### src/rtl/mem_arb_pkg.sv
// Shared definitions for the memory-channel arbiters.
package mem_arb_pkg;

  typedef enum logic [1:0] {
    IDLE       = 2'd0,
    READ_WAIT  = 2'd1,
    WRITE_WAIT = 2'd2,
    RELAY      = 2'd3
  } arb_state_t;

endpackage

### src/rtl/mem_rr_arbiter_rr_pick.sv
// Round-robin picker: first asserted request at or after ptr_i, wrapping modulo N.
module rr_pick #(
  parameter int N  = 4,
  parameter int IW = $clog2(N)
) (
  input  logic [N-1:0]  req_i,
  input  logic [IW-1:0] ptr_i,
  output logic          found_o,
  output logic [IW-1:0] idx_o
);

  always_comb begin
    int            j;
    logic [IW-1:0] jj;
    found_o = 1'b0;
    idx_o   = '0;
    j       = 0;
    jj      = '0;
    for (int i = 0; i < N; i++) begin
      j = int'(ptr_i) + i;
      if (j >= N) j = j - N;
      jj = IW'(j);
      if (!found_o && req_i[jj]) begin
        found_o = 1'b1;
        idx_o   = jj;
      end
    end
  end

endmodule

### src/rtl/mem_rr_arbiter.sv
// Starvation-free round-robin arbiter sharing one valid/ready memory channel
// between NUM_CONSUMERS requesters; every output is registered.
module mem_rr_arbiter
  import mem_arb_pkg::*;
#(
  parameter  int ADDR_BITS     = 8,
  parameter  int DATA_BITS     = 8,
  parameter  int NUM_CONSUMERS = 4,
  parameter  int WRITE_ENABLE  = 1,
  localparam int ID_W          = $clog2(NUM_CONSUMERS)
) (
  input  logic                     clk,
  input  logic                     reset_n,
  input  logic [NUM_CONSUMERS-1:0] consumer_read_valid,
  input  logic [ADDR_BITS-1:0]     consumer_read_address  [NUM_CONSUMERS],
  output logic [NUM_CONSUMERS-1:0] consumer_read_ready,
  output logic [DATA_BITS-1:0]     consumer_read_data     [NUM_CONSUMERS],
  input  logic [NUM_CONSUMERS-1:0] consumer_write_valid,
  input  logic [ADDR_BITS-1:0]     consumer_write_address [NUM_CONSUMERS],
  input  logic [DATA_BITS-1:0]     consumer_write_data    [NUM_CONSUMERS],
  output logic [NUM_CONSUMERS-1:0] consumer_write_ready,
  output logic                     mem_read_valid,
  output logic [ADDR_BITS-1:0]     mem_read_address,
  input  logic                     mem_read_ready,
  input  logic [DATA_BITS-1:0]     mem_read_data,
  output logic                     mem_write_valid,
  output logic [ADDR_BITS-1:0]     mem_write_address,
  output logic [DATA_BITS-1:0]     mem_write_data,
  input  logic                     mem_write_ready,
  output logic [ID_W-1:0]          grant_id
);

  arb_state_t               state_q, state_d;
  logic [ID_W-1:0]          rr_ptr_q, rr_ptr_d;
  logic [ID_W-1:0]          grant_q, grant_d;
  logic                     mem_rv_q, mem_rv_d;
  logic                     mem_wv_q, mem_wv_d;
  logic [ADDR_BITS-1:0]     rd_addr_q, rd_addr_d;
  logic [ADDR_BITS-1:0]     wr_addr_q, wr_addr_d;
  logic [DATA_BITS-1:0]     wr_data_q, wr_data_d;
  logic [NUM_CONSUMERS-1:0] crd_q, crd_d;
  logic [NUM_CONSUMERS-1:0] cwr_q, cwr_d;
  logic                     relay_wr_q, relay_wr_d;
  logic [DATA_BITS-1:0]     rdata_q [NUM_CONSUMERS];
  logic                     rdata_we;

  logic [NUM_CONSUMERS-1:0] wr_req;
  logic [NUM_CONSUMERS-1:0] req;
  logic                     pick_found;
  logic [ID_W-1:0]          pick_idx;
  logic                     relay_valid;

  assign wr_req = (WRITE_ENABLE != 0) ? consumer_write_valid : '0;
  assign req    = consumer_read_valid | wr_req;

  rr_pick #(
    .N  (NUM_CONSUMERS),
    .IW (ID_W)
  ) u_pick (
    .req_i   (req),
    .ptr_i   (rr_ptr_q),
    .found_o (pick_found),
    .idx_o   (pick_idx)
  );

  // RELAY waits on whichever valid the completed transaction belonged to
  assign relay_valid = relay_wr_q ? wr_req[grant_q] : consumer_read_valid[grant_q];

  always_comb begin
    state_d    = state_q;
    rr_ptr_d   = rr_ptr_q;
    grant_d    = grant_q;
    mem_rv_d   = mem_rv_q;
    mem_wv_d   = mem_wv_q;
    rd_addr_d  = rd_addr_q;
    wr_addr_d  = wr_addr_q;
    wr_data_d  = wr_data_q;
    crd_d      = crd_q;
    cwr_d      = cwr_q;
    relay_wr_d = relay_wr_q;
    rdata_we   = 1'b0;
    unique case (state_q)
      IDLE: begin
        if (pick_found) begin
          grant_d = pick_idx;
          if (consumer_read_valid[pick_idx]) begin
            mem_rv_d  = 1'b1;
            rd_addr_d = consumer_read_address[pick_idx];
            state_d   = READ_WAIT;
          end else begin
            mem_wv_d  = 1'b1;
            wr_addr_d = consumer_write_address[pick_idx];
            wr_data_d = consumer_write_data[pick_idx];
            state_d   = WRITE_WAIT;
          end
        end
      end
      READ_WAIT: begin
        if (mem_read_ready) begin
          mem_rv_d       = 1'b0;
          rdata_we       = 1'b1;
          crd_d[grant_q] = 1'b1;
          relay_wr_d     = 1'b0;
          state_d        = RELAY;
        end
      end
      WRITE_WAIT: begin
        if (mem_write_ready) begin
          mem_wv_d       = 1'b0;
          cwr_d[grant_q] = 1'b1;
          relay_wr_d     = 1'b1;
          state_d        = RELAY;
        end
      end
      RELAY: begin
        if (!relay_valid) begin
          crd_d    = '0;
          cwr_d    = '0;
          rr_ptr_d = (grant_q == ID_W'(NUM_CONSUMERS - 1)) ? '0 : grant_q + 1'b1;
          state_d  = IDLE;
        end
      end
      default: state_d = IDLE;
    endcase
  end

  always_ff @(posedge clk or negedge reset_n) begin
    if (!reset_n) begin
      state_q    <= IDLE;
      rr_ptr_q   <= '0;
      grant_q    <= '0;
      mem_rv_q   <= 1'b0;
      mem_wv_q   <= 1'b0;
      rd_addr_q  <= '0;
      wr_addr_q  <= '0;
      wr_data_q  <= '0;
      crd_q      <= '0;
      cwr_q      <= '0;
      relay_wr_q <= 1'b0;
      for (int k = 0; k < NUM_CONSUMERS; k++) rdata_q[k] <= '0;
    end else begin
      state_q    <= state_d;
      rr_ptr_q   <= rr_ptr_d;
      grant_q    <= grant_d;
      mem_rv_q   <= mem_rv_d;
      mem_wv_q   <= mem_wv_d;
      rd_addr_q  <= rd_addr_d;
      wr_addr_q  <= wr_addr_d;
      wr_data_q  <= wr_data_d;
      crd_q      <= crd_d;
      cwr_q      <= cwr_d;
      relay_wr_q <= relay_wr_d;
      if (rdata_we) rdata_q[grant_q] <= mem_read_data;
    end
  end

  assign mem_read_valid       = mem_rv_q;
  assign mem_read_address     = rd_addr_q;
  assign mem_write_valid      = (WRITE_ENABLE != 0) ? mem_wv_q  : 1'b0;
  assign mem_write_address    = (WRITE_ENABLE != 0) ? wr_addr_q : '0;
  assign mem_write_data       = (WRITE_ENABLE != 0) ? wr_data_q : '0;
  assign consumer_write_ready = (WRITE_ENABLE != 0) ? cwr_q     : '0;
  assign consumer_read_ready  = crd_q;
  assign consumer_read_data   = rdata_q;
  assign grant_id             = grant_q;

endmodule

### config.mk
export PLATFORM = sky130hd
export DESIGN_NAME = mem_rr_arbiter
export DESIGN_NICKNAME = d
export VERILOG_FILES = /design/src/rtl/mem_arb_pkg.sv /design/src/rtl/mem_rr_arbiter_rr_pick.sv /design/src/rtl/mem_rr_arbiter.sv
export SDC_FILE = /design/constraint.sdc
export NUM_CORES = 1
export LEC_CHECK = 0
export ABC_AREA = 1
export CORE_ASPECT_RATIO = 0.7
export CORE_UTILIZATION = 29
export DETAILED_ROUTE_END_ITERATION = 10
export DONT_BUFFER_PORTS = 1
export GPL_TIMING_DRIVEN = 0
export SLEW_MARGIN = 10
export SYNTH_ARGS = -nofsm -noshare
export SYNTH_HDL_FRONTEND = slang
export SYNTH_HIERARCHICAL = 1
export SYNTH_SLANG_ARGS = --single-unit
### constraint.sdc
create_clock -name clk -period 3.1 [get_ports clk]
set_input_delay 0.31 -clock clk [delete_from_list [all_inputs] [get_ports clk]]
set_output_delay 0.31 -clock clk [all_outputs]
set_load 0.01 [all_outputs]
==> run summary <==
Reg2reg start - rr_ptr_q[0]
Net Sw Power - 3.14 mW
CP Launch Type - register
Worst-Skew Late Latency - 0.33 ns
WHS Path Cells - 2
Filler-free cell count of the finished design - 782
Number of synthesized flops with an enable pin - 0
Clock-pin slew on the worst setup and hold paths - 0.06 ns
Post-layout util - 33.8%
Routed length per instance - 16.7 µm
CP startpoint - rr_ptr_q[0]
Ratio of cells with drive above 1 in the final layout - 8.11%
Input/output buffers - 0
Final Power - 6.22 mW
Clock power frac - 17.1%
Clock root buffer - clkbuf_16
Critical path buffer and inverter count - 3
Cell Chain, Critical Path - buf_6 > nand2_1 > nand2_1 > nand2_2 > nand2_2 > nor2_4 > nand4_1 > nand3_1 > inv_1 > nand3_1 > nand3_1 > inv_2 > nand2_1 > nand2_1 > nand2_1
Pint - 3.08 mW
Fin Setup TNS - 0 ns
Post-Syn Area - 4110 µm²
RSZ-0062 raised after global routing - false
DP Wirelength - 10300 µm
WP data arrival - 2.87 ns
Initial antenna violation count - 0
Largest net degree at the start of global routing - 74
Cell Area, Placed - 4350 µm²
Syn_nets - 698
Initial core utilization - 29.7%
Synthesis-to-layout area growth - 14.1%
Synth top cells by count - nand2_1 (172), o21ai_0 (90), dfrtp_1 (73)
Largest area contributor in the netlist - dfrtp_1
Most used cell along the critical path - nand2_1
First-pass DRT Iterations - 4
Die Area - 14700 µm²
GR Util All Layers - 17.9%
Grt ovf - 0
Initial drt markers - 247
Setup ws final - 0.446 ns
Crit end category - register
Gpl congestion - 0.976
Pins Over Slew Limit - 0
Pwr dens - 1320 nW/µm²
Area occupied by registers - 1830 µm²
Synth unique cells - 23
First-pass GRT wire length - 19900 µm
Combinational cell fraction of total power - 51.1%
Peak VDD IR - 0.449 mV
Row cnt - 36
Sequential share of power - 31.9%
Final nets - 711
I/O pins - 184
Outcome - completed
Vias/cell - 5.09
Tcrit/Tclk final - 85.6%
Lkg Pwr - 2.31 nW
Max stage delay on crit path - 0.42 ns
Die H - 102 µm
Crit Path Class - register to register
Ys async rst share - 100%
Syn_area_per_cell - 7.17 µm²
Vias - 3982
H-tree depth - 3
CTS Buf Count - 9
Worst path depth - 15
Clk buf depth - 2
Die X - 144 µm
Hold Slack - 0.130 ns
Yosys reg bits - 73
Worst path top cell family by delay - simple AND/OR/NAND/NOR gates
Routed Antenna Nets - 0
Final instance area - 4690 µm²
Register area share after synthesis - 44.4%
Clock period minus worst slack - 2.65 ns
Cell count after synthesis - 574
Core box area - 13900 µm²
Max Fclk - 0.377 GHz
Total wire length - 13100 µm
Hold Crit Class - primary input to register
Pre-CTS setup slack - 0.446 ns
Synth top area cells - dfrtp_1 (44%), nand2_1 (16%), o21ai_0 (11%)
Sw Ratio - 50.5%
Top-area cell type share of the netlist area - 44.4%
Filler cells - 1489
Predominant post-synthesis flop cell - dfrtp_1
Multi-input combinational cell area - 2000 µm²
R2r worst-path depth - 15
Vias in the first global route - 3689
# setup viols final - 0
Synth Warn # - 6
Setup Skew - 0.00559 ns
Hold path start - mem_write_ready
CTS tree - done
Clock Sinks - 73
Worst-margin pin slew - 0.572 ns
Slowest cell on crit path - dfrtp_1
CP max FO - 10
Top-count cell post-synth - nand2_1
N_diodes - 0
Placed cell count - 764
Final hold violation count - 0
Max_cap viols - 0
DRC - 0
Rel. slew slack - 61.9%
CP required - 3.32 ns
cell families (layout without fill, tap and decap cells):
group | count (synthesis) | count (layout) | synth area share, %
adder cells (fa/ha/maj) | 8 | 8 | 2.43
AND/OR/NAND/NOR | 295 | 295 | 29.7
flip-flops | 73 | 73 | 44.4
buffers and inverters | 68 | 86 | 6.87
AO/OA/AOI/OAI | 130 | 130 | 16.5
power groups by stage:
stage                     clock, mW  sequential, mW  combinational, mW
after global placement            0            1.99               3.03
after floorplan                   0            1.84               2.35
after global routing           1.14            2.03               3.59
after CTS                      1.09            1.99               3.14
final                          1.06            1.98               3.17
after detailed placement          0            2.00               3.10
final timing paths:
path	endpoint	slack, ns
setup / recovery	mem_read_address[5]	0.45
hold / removal	relay_wr_q	0.13
setup reg to reg	mem_read_address[5]	0.45
hold reg to reg	consumer_read_data[28]	0.56
max in group asynchronous	mem_read_address[5]	2.29
min in group asynchronous	consumer_write_ready[0]	0.53
area by class of cell:
class | instances | area share (%)
buffer | 26 | 2.67
clock buffer | 10 | 5.09
clock inverter | 6 | 1.41
inverter | 42 | 3.36
multi-input combinational | 433 | 42.7
sequential | 73 | 38.9
tap | 190 | 5.06
timing repair buffer | 2 | 0.800
placed cells by master, fill, tap and decap left out:
cell type      instances
nor2_4                 2
o21ai_1               11
nand2_4                1
buf_2                  7
a21oi_1                5
clkbuf_8               1
nand3_2                3
nor2_1                70
nand3b_1               1
inv_2                  5
o22ai_1               24
nand2_1              172
dlygate4sd3_1          1
bufinv_16              1
buf_1                  1
clkbuf_1              15
clkbuf_16              9
inv_6                  1
buf_16                 1
nand3_1               35
nand4_1                1
nand2_2                9
clkinv_2               1
dfrtp_1               73
buf_4                  1
nor2_2                 1
buf_6                  2
inv_1                 37
o21ai_0               90
clkinvlp_4             3
ha_1                   8
what timing repair did:
action | in CTS | in global routing
buffers inserted | 0 | 0
hold buffers | 2 | 0
setup endpoints to repair | 0 | 0
endpoints found under the hold margin | 73 | 0
gates resized for setup | 0 | 0
layer usage:
metal | track usage [%] | part of all wire, % | vias up
met5 | 0 | 0 | -
met4 | 3.97 | 1.3 | 0
met3 | 5.72 | 6.7 | 20
met2 | 26.4 | 45 | 152
met1 | 25.4 | 47 | 1916
li1 | - | - | 1894
flip-flops by register name, indices dropped and copies added (netlist names):
name                  flops
consumer_read_data       32
mem_read_address          8
mem_write_address         8
mem_write_data            8
consumer_read_ready       4
consumer_write_ready      4
grant_id                  2
rr_ptr_q                  2
state_q                   2
mem_read_valid            1
mem_write_valid           1
relay_wr_q                1
Power figures use the tool's default switching activity.
